### config.mk
export PLATFORM = sky130hd
export DESIGN_NAME = route_sequencer
export DESIGN_NICKNAME = d
export VERILOG_FILES = /design/src/rtl/route_pkg.sv /design/src/rtl/junction_detect.sv /design/src/rtl/route_sequencer.sv
export SDC_FILE = /design/constraint.sdc
export NUM_CORES = 1
export LEC_CHECK = 0
export ABC_AREA = 1
export CAP_MARGIN = 30
export CORE_MARGIN = 3
export CORE_UTILIZATION = 45
export CTS_CLUSTER_DIAMETER = 150
export CTS_CLUSTER_SIZE = 8
export DETAILED_ROUTE_END_ITERATION = 8
export PLACE_DENSITY = 0.67
export SLEW_MARGIN = 20
export SYNTH_ARGS = -nofsm -noshare
export SYNTH_HDL_FRONTEND = slang
export SYNTH_HIERARCHICAL = 1
export SYNTH_SLANG_ARGS = --single-unit
### constraint.sdc
create_clock -name clk -period 3.19 [get_ports clk]
set_clock_uncertainty 0.1 [all_clocks]
set_input_delay 0.7975 -clock clk [delete_from_list [all_inputs] [get_ports clk]]
set_output_delay 0.7975 -clock clk [all_outputs]
set_load 0.03 [all_outputs]
### src/rtl/route_pkg.sv
// route_pkg: shared types and constants for the route sequencer.
//   state_t      : sequencer states
//   MOTOR_*      : H-bridge direction codes {in1,in2,in3,in4}
//   ACT_*        : route action encodings carried by cmd_action
package route_pkg;

  typedef enum logic [1:0] {
    IDLE   = 2'd0,
    FOLLOW = 2'd1,
    TURN   = 2'd2,
    FAULT  = 2'd3
  } state_t;

  localparam logic [3:0] MOTOR_FWD   = 4'b1001;
  localparam logic [3:0] MOTOR_RIGHT = 4'b0101;
  localparam logic [3:0] MOTOR_LEFT  = 4'b1010;
  localparam logic [3:0] MOTOR_STOP  = 4'b1111;

  localparam logic [1:0] ACT_STOP     = 2'b00;
  localparam logic [1:0] ACT_LEFT     = 2'b01;
  localparam logic [1:0] ACT_RIGHT    = 2'b10;
  localparam logic [1:0] ACT_STOP_ALT = 2'b11;

endpackage

### src/rtl/junction_detect.sv
// junction_detect: debounces the all-sensors-high pattern.
//   clk, rst  : clock, synchronous active-high reset
//   en        : detection enabled (held cleared/armed when low)
//   all_high  : lt1 & lt2 & lt3
//   junction  : one-cycle pulse on the DEBOUNCE_CYCLES-th consecutive
//               all-high cycle; re-armed only after a not-all-high cycle
module junction_detect #(
  parameter int DEBOUNCE_CYCLES = 8
) (
  input  logic clk,
  input  logic rst,
  input  logic en,
  input  logic all_high,
  output logic junction
);

  localparam int DW = (DEBOUNCE_CYCLES > 1) ? $clog2(DEBOUNCE_CYCLES) : 1;
  localparam logic [DW-1:0] DEB_LOAD = DW'(DEBOUNCE_CYCLES - 1);

  logic [DW-1:0] deb_q;
  logic          armed_q;

  // Pulse is combinational on the qualifying sample so the sequencer can
  // act on the same edge the Nth all-high cycle is sampled.
  assign junction = en && all_high && armed_q && (deb_q == '0);

  always_ff @(posedge clk) begin
    if (rst || !en || !all_high) begin
      deb_q   <= DEB_LOAD;
      armed_q <= 1'b1;
    end else if (armed_q) begin
      if (deb_q == '0) begin
        armed_q <= 1'b0;
        deb_q   <= DEB_LOAD;
      end else begin
        deb_q <= deb_q - 1'b1;
      end
    end
  end

endmodule

### src/rtl/route_sequencer.sv
// route_sequencer: line-following route controller.
//   clk, rst            : clock, synchronous active-high reset
//   lt1, lt2, lt3       : line sensors (lt2 centre)
//   cmd_valid/cmd_ready : route command handshake
//   cmd_junctions       : junction index at which the action executes
//   cmd_action          : 00 stop, 01 left, 10 right, 11 stop
//   abort               : cancel current route (also clears fault)
//   in1..in4            : registered H-bridge direction bits
//   busy, done, fault   : status (done is a one-cycle pulse)
// Optional macro LOST_LINE_TIMEOUT_EN enables the line-lost timeout.
//
// state  | meaning
// IDLE   | motors stopped, accepting commands
// FOLLOW | steering on line, counting junctions
// TURN   | driving the turn, waiting for timer then re-acquire
// FAULT  | line lost, motors stopped until abort or rst
module route_sequencer import route_pkg::*; #(
  parameter int DEBOUNCE_CYCLES = 8,
  parameter int TURN_CYCLES     = 64,
  parameter int LOST_CYCLES     = 256
) (
  input  logic       clk,
  input  logic       rst,
  input  logic       lt1,
  input  logic       lt2,
  input  logic       lt3,
  input  logic       cmd_valid,
  output logic       cmd_ready,
  input  logic [3:0] cmd_junctions,
  input  logic [1:0] cmd_action,
  input  logic       abort,
  output logic       in1,
  output logic       in2,
  output logic       in3,
  output logic       in4,
  output logic       busy,
  output logic       done,
  output logic       fault
);

  localparam int TW = (TURN_CYCLES > 1) ? $clog2(TURN_CYCLES) : 1;
  localparam logic [TW-1:0] TURN_LOAD = TW'(TURN_CYCLES - 1);

  state_t        state_q, state_d;
  logic [3:0]    motor_q, motor_d;
  logic          done_q, done_d;
  logic [3:0]    jcnt_q, jcnt_d, jnext;
  logic [3:0]    target_q, target_d;
  logic [1:0]    action_q, action_d;
  logic [TW-1:0] turn_q, turn_d;
  logic          jpulse;
  logic          centred;

`ifdef LOST_LINE_TIMEOUT_EN
  localparam int LW = (LOST_CYCLES > 1) ? $clog2(LOST_CYCLES) : 1;
  localparam logic [LW-1:0] LOST_LOAD = LW'(LOST_CYCLES - 1);
  logic [LW-1:0] lost_q, lost_d;
`endif

  junction_detect #(.DEBOUNCE_CYCLES(DEBOUNCE_CYCLES)) u_junction_detect (
    .clk      (clk),
    .rst      (rst),
    .en       (state_q == FOLLOW),
    .all_high (lt1 & lt2 & lt3),
    .junction (jpulse)
  );

  assign centred   = lt2 & ~lt1 & ~lt3;
  assign cmd_ready = (state_q == IDLE);
  assign busy      = (state_q == FOLLOW) || (state_q == TURN);
  assign done      = done_q;
  assign {in1, in2, in3, in4} = motor_q;

`ifdef LOST_LINE_TIMEOUT_EN
  assign fault = (state_q == FAULT);
`else
  assign fault = 1'b0;
`endif

  always_comb begin
    state_d  = state_q;
    motor_d  = motor_q;
    done_d   = 1'b0;
    jcnt_d   = jcnt_q;
    target_d = target_q;
    action_d = action_q;
    turn_d   = turn_q;
    jnext    = (jcnt_q == 4'hF) ? 4'hF : jcnt_q + 4'd1;
`ifdef LOST_LINE_TIMEOUT_EN
    lost_d   = LOST_LOAD;
`endif

    case (state_q)
      IDLE: begin
        motor_d = MOTOR_STOP;
        if (cmd_valid) begin
          if (cmd_junctions == 4'd0) begin
            done_d = 1'b1;
          end else begin
            state_d  = FOLLOW;
            target_d = cmd_junctions;
            action_d = cmd_action;
            jcnt_d   = 4'd0;
          end
        end
      end
      FOLLOW: begin
        if (lt2)      motor_d = MOTOR_FWD;
        else if (lt1) motor_d = MOTOR_RIGHT;
        else if (lt3) motor_d = MOTOR_LEFT;
        if (jpulse) begin
          jcnt_d = jnext;
          if (jnext == target_q) begin
            if (action_q == ACT_LEFT) begin
              state_d = TURN;
              motor_d = MOTOR_LEFT;
              turn_d  = TURN_LOAD;
            end else if (action_q == ACT_RIGHT) begin
              state_d = TURN;
              motor_d = MOTOR_RIGHT;
              turn_d  = TURN_LOAD;
            end else begin
              state_d = IDLE;
              motor_d = MOTOR_STOP;
              done_d  = 1'b1;
            end
          end
        end
      end
      TURN: begin
        if (turn_q == '0) begin
          if (centred) begin
            state_d = IDLE;
            motor_d = MOTOR_STOP;
            done_d  = 1'b1;
          end
        end else begin
          turn_d = turn_q - 1'b1;
        end
      end
      FAULT: motor_d = MOTOR_STOP;
      default: begin
        state_d = IDLE;
        motor_d = MOTOR_STOP;
      end
    endcase

`ifdef LOST_LINE_TIMEOUT_EN
    // Completion needs a sensor high, so it never coincides with a timeout.
    if ((state_q == FOLLOW) || (state_q == TURN)) begin
      if (lt1 | lt2 | lt3) begin
        lost_d = LOST_LOAD;
      end else if (lost_q == '0) begin
        state_d = FAULT;
        motor_d = MOTOR_STOP;
        done_d  = 1'b0;
      end else begin
        lost_d = lost_q - 1'b1;
      end
    end
`endif

    if (abort && (state_q != IDLE)) begin
      state_d = IDLE;
      motor_d = MOTOR_STOP;
      done_d  = 1'b0;
    end
  end

  always_ff @(posedge clk) begin
    if (rst) begin
      state_q  <= IDLE;
      motor_q  <= MOTOR_STOP;
      done_q   <= 1'b0;
      jcnt_q   <= 4'd0;
      target_q <= 4'd0;
      action_q <= ACT_STOP;
      turn_q   <= '0;
`ifdef LOST_LINE_TIMEOUT_EN
      lost_q   <= LOST_LOAD;
`endif
    end else begin
      state_q  <= state_d;
      motor_q  <= motor_d;
      done_q   <= done_d;
      jcnt_q   <= jcnt_d;
      target_q <= target_d;
      action_q <= action_d;
      turn_q   <= turn_d;
`ifdef LOST_LINE_TIMEOUT_EN
      lost_q   <= lost_d;
`endif
    end
  end

endmodule

==> results of run 1 <==
-- Yosys cell counts (all sizes together) --
master and instances:
a211oi 1, a21oi 29, buf 3, clkbuf 2, conb 1, dfxtp 27, ha 12, inv 39
nand2 72, nand3 30, nand4 5, nor2 18, nor3 4, nor4 1, o21a 1, o21ai 8
or2 3
-- worst max-delay path, stage by stage, from the launching register on --
cell and delay (ns):
dfxtp_1 0.42, inv_1 0.09, ha_1 0.32, clkdlybuf4s50_1 0.68
-- cell usage in the layout, fill, tap and decap left out, types with 5 or more instances in the layout --
| cell type | synthesis | routed |
|---|---|---|
| nand2_2 | 6 | 6 |
| clkdlybuf4s50_1 | 0 | 19 |
| ha_1 | 12 | 12 |
| o21ai_0 | 8 | 8 |
| nand2_1 | 66 | 66 |
| a21oi_1 | 28 | 28 |
| dfxtp_1 | 27 | 27 |
| inv_1 | 36 | 36 |
| nand3_1 | 28 | 28 |
| nor2_1 | 16 | 16 |
| nand4_1 | 5 | 5 |
-- cell families (layout without fill, tap and decap cells) --
kind of cell	Yosys count	after routing	share of synthesized area, %
AOI/OAI and AO/OA	39	39	12.4
adders and majority gates	12	12	8.78
buffers and inverters	44	65	10.5
DFF	27	27	31.6
other	1	1	0.219
and+or+nand+nor	133	133	36.5
-- state kept, by name (all words and copies together), names as in the netlist --
signal and cells:
turn_q 6, jcnt_q 4, motor_q 4, target_q 4
u_junction_detect/deb_q 3, action_q 2, state_q 2, done 1
u_junction_detect/armed_q 1
-- area by class of cell --
class	count	area [um^2]	share of cell area [%]
clock buffer	3	41.3	2.07
clock inverter	1	7.51	0.376
sequential	27	541	27.1
inverter	39	146	7.34
tap	46	57.6	2.88
multi-input combinational	185	990	49.6
timing repair buffer	22	213	10.7
-- per-stage QoR --
step                      util, %  std cells  power [mW]  area, um^2
after floorplan                 -        256        1.23        1710
after global placement       55.7        319        1.46        1950
after detailed placement     55.7        319        1.46        1950
after CTS                    57.1        323        1.67        2000
after global routing         57.1        323        1.81        2000
final                        57.1        323        1.66        2000
-- worst paths after layout --
kind,start,to,slack (ns),cells past startpoint
setup / recovery,state_q[0],busy,0.51,3
hold / removal,target_q[3],target_q[3],0.37,2
setup reg to reg,state_q[1],turn_q[0],1.07,9
hold reg to reg,target_q[3],target_q[3],0.37,2
-- report_power, final --
part / internal, mW / leakage [nW] / switching, mW
Combinational: 0.367 / 0.670 / 0.579
Clock: 0.0890 / 0.0217 / 0.117
Sequential: 0.432 / 0.221 / 0.0770
Total: 0.888 / 0.913 / 0.774
-- routing by layer --
metal | wire, um | part of all wire (%) | GRT usage [%] | vias to the layer above
met5 | 0 | 0 | 0 | -
met4 | 64 | 1.8 | 7.59 | 0
li1 | - | - | - | 862
met2 | 1460 | 41 | 26.1 | 42
met1 | 1850 | 52 | 23.5 | 703
met3 | 167 | 4.7 | 2.50 | 5
==> flow_metrics.py, run 1 <==
metrics = {
    "yosys": {
        "syn_inst": 256,
        "ys_warn_count": 6,
        "synth.avg_cell_area_um2": 6.68,
        "synth.top_cell.area_share_pct": 31.6,
        "syn-num-nets": 281,
        "synthTopCellsByArea": "dfxtp_1, nand2_1, ha_1",
        "synth_cell_types": 27,
        "synth_seq_cells": 27,
        "mappedNetlistArea_um2": 1710,
        "yosysSeqAreaShare_pct": 31.6,
        "yosysTopAreaCell": "dfxtp_1",
    },
    "route": {
        "drt_wl_total_um": 3540,
        "postRouteAntennaNets": 0,
        "routedWlPerCell_um": 11.0,
        "first_iter_violations": 84,
        "viasPerCell": 4.99,
        "num_vias": 1612,
        "drc_errors": 0,
        "drt_first_pass_iters": 4,
    },
    "critical_path": {
        "setup.worst_path.class": "reg2out",
        "cp_max_fo": 5,
        "start_kind": "register",
        "end_kind": "output port",
        "arrival_ns": 1.79,
        "critPathRequiredTime_ns": 2.29,
    },
    "clock_tree": {
        "clkTransAtPathRegs_ns": 0.10,
        "cts.repair.resized": 0,
        "cts_setup_buffers": 0,
        "cts_buffer_depth": 2,
        "cts_tree": "built",
        "cts_buffers": 3,
        "h-tree-depth": 1,
        "cts.sinks": 27,
        "hold_buffers": 0,
        "clkLatencyLatePin_ns": 0.28,
        "cts_root_buf": "clkbuf_8",
    },
    "flow_run": {
        "drv_cap": 0,
    },
    "timing": {
        "holdWs_ns": 0.373,
        "setup-violations-final": 0,
        "period_minus_slack_ns": 2.68,
        "slew_violations": 0,
        "rsz0062_at_grt": "no",
        "fmax_ghz": 0.372,
        "tns_ns": 0,
        "setup_slack_ns": 0.505,
        "fin_crit_sh_pct": 84.2,
        "hold_viol_final": 0,
    },
    "pwr": {
        "peakVddDrop_v": 0.000420,
        "p_leak_nw": 0.913,
        "power_density_nw_per_um2": 833,
    },
    "global_route": {
        "antenna_found_initial": 0,
        "grt_pass1_wl_um": 5860,
        "grt_pass1_vias": 1371,
        "grt_max_degree": 17,
        "overflow": 0,
        "grt_use_total_pct": 17.1,
    },
    "die": {
        "die_h_um": 67.6,
        "num_rows": 21,
        "io_pins": 21,
        "fp.coreArea_um2": 3490,
        "die_area_um2": 4570,
        "start_util_pct": 48.9,
        "fp.dieW_um": 67.6,
    },
    "finish": {
        "fill_cells": 356,
        "nets": 303,
        "diodes": 0,
        "drive_above_1_share_pct": 9.75,
        "syn2layout_area_growth_pct": 16.8,
    },
    "run_status": {
        "status": "finished, final reports clean",
    },
    "placement": {
        "gp_congestion": 0.851,
        "port_buffers": 19,
        "hpwl_um": 2820,
        "place_ws_ns": 0.347,
    },
    "worst_hold_path": {
        "worst_hold_path_type": "reg2reg",
    },
}
(Power assumes the default switching activity.)
==> run 2, diff against run 1 <==
- PLACE_DENSITY: 0.67 -> 0.69
- clock period: 3.19 -> 2.3 ns (I/O delays scaled with it)
==> run 2 against run 1 <==
Effect of this change:
- final cell count increased by 3.7%
- die area unchanged
- routed wire length about the same
- largest cell class unchanged
==> flow_metrics.py, run 2 (synthesized netlist as in run 1, its figures left out) <==
metrics = {
    "die": {
        "die_h_um": 67.6,
        "io_pins": 21,
        "die_area_um2": 4570,
        "start_util_pct": 48.9,
        "fp.dieW_um": 67.6,
        "fp.coreArea_um2": 3490,
        "num_rows": 21,
    },
    "global_route": {
        "grt_pass1_vias": 1438,
        "antenna_found_initial": 0,
        "overflow": 0,
        "grt_pass1_wl_um": 5920,
        "grt_use_total_pct": 17.0,
        "grt_max_degree": 17,
    },
    "critical_path": {
        "cp_max_fo": 4,
        "critPathRequiredTime_ns": 1.62,
        "setup.worst_path.class": "reg2out",
        "worstSetupStartpoint": "state_q[1]",
        "arrival_ns": 1.44,
        "reg2reg_depth": 9,
        "r2r-end": "turn_q[5]",
        "worst_r2r_startpoint": "state_q[1]",
        "start_kind": "register",
        "end_kind": "output port",
        "rrSetupSlack_ns": 0.24,
        "endpoint": "busy",
    },
    "timing": {
        "hold_viol_final": 0,
        "rsz0062_at_grt": "no",
        "period_minus_slack_ns": 2.11,
        "setup-violations-final": 0,
        "fin_crit_sh_pct": 91.9,
        "slew_violations": 0,
        "fmax_ghz": 0.473,
        "tns_ns": 0,
    },
    "route": {
        "drt_first_pass_iters": 4,
        "postRouteAntennaNets": 0,
        "routedWlPerCell_um": 10.6,
        "drt_wl_total_um": 3540,
        "first_iter_violations": 78,
        "viasPerCell": 4.85,
        "num_vias": 1625,
        "drc_errors": 0,
    },
    "finish": {
        "final_util_pct": 60.3,
        "drive_above_1_share_pct": 15.2,
        "largest_reg_flops": 6,
        "final_cell_mix": "nand2_1, inv_1, nand3_1, a21oi_1, dfxtp_1",
        "final_common_cell": "nand2_1",
        "regMostFlops": "turn_q",
        "fill_cells": 365,
        "final_cells": 335,
        "diodes": 0,
        "syn2layout_area_growth_pct": 23.3,
        "nets": 315,
    },
    "run_status": {
        "status": "finished, final reports clean",
    },
    "clock_tree": {
        "cts_buffers": 3,
        "cts_root_buf": "clkbuf_8",
        "clkLatencyLatePin_ns": 0.27,
        "clkTransAtPathRegs_ns": 0.10,
        "h-tree-depth": 1,
        "hold_buffers": 0,
        "cts_tree": "built",
        "cts.sinks": 27,
        "cts_buffer_depth": 2,
    },
    "pwr": {
        "peakVddDrop_v": 0.000698,
        "p_leak_nw": 1.00,
        "power_density_nw_per_um2": 1120,
    },
    "placement": {
        "place_inst": 328,
        "gp_congestion": 0.820,
        "port_buffers": 19,
        "hpwl_um": 2920,
    },
    "flow_run": {
        "drv_cap": 0,
    },
    "worst_hold_path": {
        "worst_hold_path_type": "reg2reg",
    },
}
## run 2: worst min-delay path by stage
stage / from / to / slack, ns / cells after the start
floorplan: u_junction_detect/deb_q[0] / u_junction_detect/deb_q[0] / 0.33 / 2
global placement: u_junction_detect/deb_q[0] / u_junction_detect/deb_q[0] / 0.34 / 2
detailed placement: u_junction_detect/deb_q[0] / u_junction_detect/deb_q[0] / 0.35 / 2
CTS: u_junction_detect/deb_q[0] / u_junction_detect/deb_q[0] / 0.37 / 2
global route: action_q[1] / action_q[1] / 0.42 / 2
finish: u_junction_detect/deb_q[0] / u_junction_detect/deb_q[0] / 0.37 / 2
## run 2: area by class of cell
class | instances | area, um^2 | share of cell area, %
Clock inverter | 1 | 7.51 | 0.356
Timing Repair Buffer | 34 | 308 | 14.6
Multi-Input combinational cell | 185 | 1010 | 47.7
Clock buffer | 3 | 41.3 | 1.96
Sequential cell | 27 | 541 | 25.7
Inverter | 39 | 146 | 6.95
Tap cell | 46 | 57.6 | 2.73
## run 2: through the flow
stage	setup slack (ns)	power (mW)	hold WS (ns)	cell area, um^2
2_1_floorplan	0.124	1.71	0.329	1710
3_3_place_gp	-0.237	2.06	0.341	2010
3_5_place_dp	-0.330	2.08	0.348	2010
4_1_cts	0.00324	2.36	0.373	2080
5_1_grt	0.0290	2.59	0.415	2110
6_report	0.185	2.37	0.366	2110
## run 2: repair_timing
| action | 4_1_cts | 5_1_grt |
|---|---|---|
| pin swaps | 0 | 8 |
| buffers inserted | 2 | 1 |
| endpoints found under the setup margin | 8 | 8 |
| resized for setup | 3 | 8 |
## run 2: routing by layer
| metal | up-vias | global-route usage, % | share of wire [%] |
|---|---|---|---|
| li1 | 884 | - | - |
| met1 | 714 | 22.0 | 50 |
| met2 | 23 | 28.7 | 45 |
| met3 | 4 | 2.50 | 3.7 |
| met4 | 0 | 5.32 | 1.1 |
| met5 | - | 0 | 0 |
## run 2: where the power goes
group	internal, mW	switching, mW	leakage, nW
Combinational	0.562	0.829	0.757
Sequential	0.598	0.103	0.221
Clock	0.123	0.154	0.0217
## run 2: critical path, cell delays in order (launching register included)
cell,delay (ns)
dfxtp_1,0.39
inv_1,0.09
ha_1,0.29
dlygate4sd2_1,0.40
==> run 3, diff against run 2 <==
- CORE_UTILIZATION: 45 -> 40
- PLACE_DENSITY: 0.69 -> default
==> run 3 against run 2 <==
Effect of this change:
- cell area rose by 0.12%
- routed wire length is 8.8% higher
- first-iteration DRC count up 17%
- combinational power rose by 3%
- largest cell class unchanged
- total power rose by 1.4%
- die area increased by 11%
- utilization decreased by 8.3 points
==> flow_metrics.py, run 3 (synthesized netlist as in run 1, its figures left out) <==
metrics = {
    "finish": {
        "final_common_cell": "nand2_1",
        "drive_above_1_share_pct": 15.3,
        "diodes": 0,
        "regMostFlops": "turn_q",
        "syn2layout_area_growth_pct": 23.4,
        "final_cells": 338,
        "final_util_pct": 52.0,
        "nets": 314,
        "final_cell_mix": "nand2_1, inv_1, nand3_1, dfxtp_1, a21oi_1",
        "fill_cells": 395,
        "largest_reg_flops": 6,
    },
    "global_route": {
        "grt_pass1_vias": 1457,
        "overflow": 0,
        "grt_max_degree": 15,
        "grt_pass1_wl_um": 6470,
        "antenna_found_initial": 0,
        "grt_use_total_pct": 15.8,
    },
    "clock_tree": {
        "cts_buffers": 3,
        "h-tree-depth": 1,
        "cts_root_buf": "clkbuf_8",
        "cts_buffer_depth": 2,
        "clkLatencyLatePin_ns": 0.27,
        "cts_setup_buffers": 0,
        "clkTransAtPathRegs_ns": 0.09,
        "cts_tree": "built",
        "cts.sinks": 27,
    },
    "route": {
        "drt_wl_total_um": 3850,
        "postRouteAntennaNets": 0,
        "routedWlPerCell_um": 11.4,
        "viasPerCell": 4.82,
        "drt_first_pass_iters": 5,
        "num_vias": 1628,
        "drc_errors": 0,
        "first_iter_violations": 91,
    },
    "timing": {
        "setup-violations-final": 0,
        "slew_violations": 0,
        "rsz0062_at_grt": "no",
        "fmax_ghz": 0.456,
        "period_minus_slack_ns": 2.20,
        "tns_ns": 0,
        "hold_viol_final": 0,
        "fin_crit_sh_pct": 95.4,
        "holdWs_ns": 0.369,
    },
    "critical_path": {
        "critPathRequiredTime_ns": 2.41,
        "setup.worst_path.class": "in2reg",
        "end_kind": "register",
        "arrival_ns": 2.30,
        "start_kind": "input port",
        "cp_max_fo": 6,
        "rrSetupSlack_ns": 0.20,
    },
    "placement": {
        "place_inst": 334,
        "port_buffers": 19,
        "hpwl_um": 3000,
        "gp_congestion": 0.848,
    },
    "die": {
        "fp.coreArea_um2": 4060,
        "fp.dieW_um": 71.4,
        "die_area_um2": 5090,
        "die_h_um": 71.4,
        "num_rows": 23,
        "start_util_pct": 42.1,
        "io_pins": 21,
    },
    "worst_hold_path": {
        "worst_hold_path_type": "reg2reg",
    },
    "flow_run": {
        "drv_cap": 0,
    },
    "pwr": {
        "report.power.total_mw": 2.40,
        "peakVddDrop_v": 0.000547,
        "power_density_nw_per_um2": 1140,
        "p_leak_nw": 0.973,
    },
    "run_status": {
        "status": "finished, final reports clean",
    },
}
run 3: cell count changes in the layout (fill, tap and decap cells not counted):
cell | previous run | this run
a21oi_1 | 28 | 25
a21oi_2 | 0 | 3
clkdlybuf4s50_1 | 14 | 17
dlymetal6s2s_1 | 3 | 0
inv_1 | 34 | 36
inv_2 | 5 | 3
buf_4 | 15 | 14
clkbuf_1 | 0 | 1
clkinvlp_4 | 1 | 0
nand3_1 | 28 | 27
nand3_2 | 2 | 3
run 3: layout make-up:
cell class / instances / area, um^2 / area share (%)
inverters: 39 / 146 / 6.94
clock buffers: 4 / 45.0 / 2.14
repair buffers: 33 / 293 / 13.9
flip-flops and latches: 27 / 541 / 25.6
well taps: 50 / 62.6 / 2.97
multi-input cells: 185 / 1020 / 48.5
run 3: layer usage:
metal / part of all wire [%] / up-vias / global-route usage (%)
li1: - / 882 / -
met1: 49 / 711 / 21.3
met2: 45 / 29 / 25.1
met3: 3.8 / 6 / 3.79
met4: 2.2 / 0 / 4.80
met5: 0 / - / 0
run 3: final timing paths:
check,from,to,cells past startpoint
hold reg to reg,u_junction_detect/deb_q[0],u_junction_detect/deb_q[0],2
setup reg to reg,jcnt_q[0],turn_q[4],12
hold / removal,u_junction_detect/deb_q[0],u_junction_detect/deb_q[0],2
setup / recovery,lt3,turn_q[4],10
run 3: repair_timing:
item | CTS | global route
gates resized for setup | 2 | 8
endpoints found under the setup margin | 2 | 8
endpoints found under the hold margin | 0 | 0
hold buffers | 0 | 0
pin swaps | 0 | 2
cloned | 0 | 0
run 3: worst max-delay path, stage by stage:
cell	delay, ns
clkdlybuf4s50_1	0.47
inv_1	0.06
nor3_2	0.17
nand2_1	0.09
nor3_2	0.18
nor2_2	0.09
nor4_4	0.19
buf_4	0.20
nand3_1	0.11
a21oi_2	0.16
run 3: power by group:
group | total (mW) | switching (mW) | leakage (nW) | internal (mW)
clock | 0.272 | 0.148 | 0.0228 | 0.124
sequential | 0.697 | 0.0985 | 0.221 | 0.599
combinational | 1.43 | 0.872 | 0.729 | 0.562
run 3: through the flow:
step	setup slack (ns)	cell area (um^2)
floorplan	0.124	1710
global placement	-0.206	2030
detailed placement	-0.230	2030
CTS	0.0485	2080
global route	0.0262	2110
finish	0.105	2110
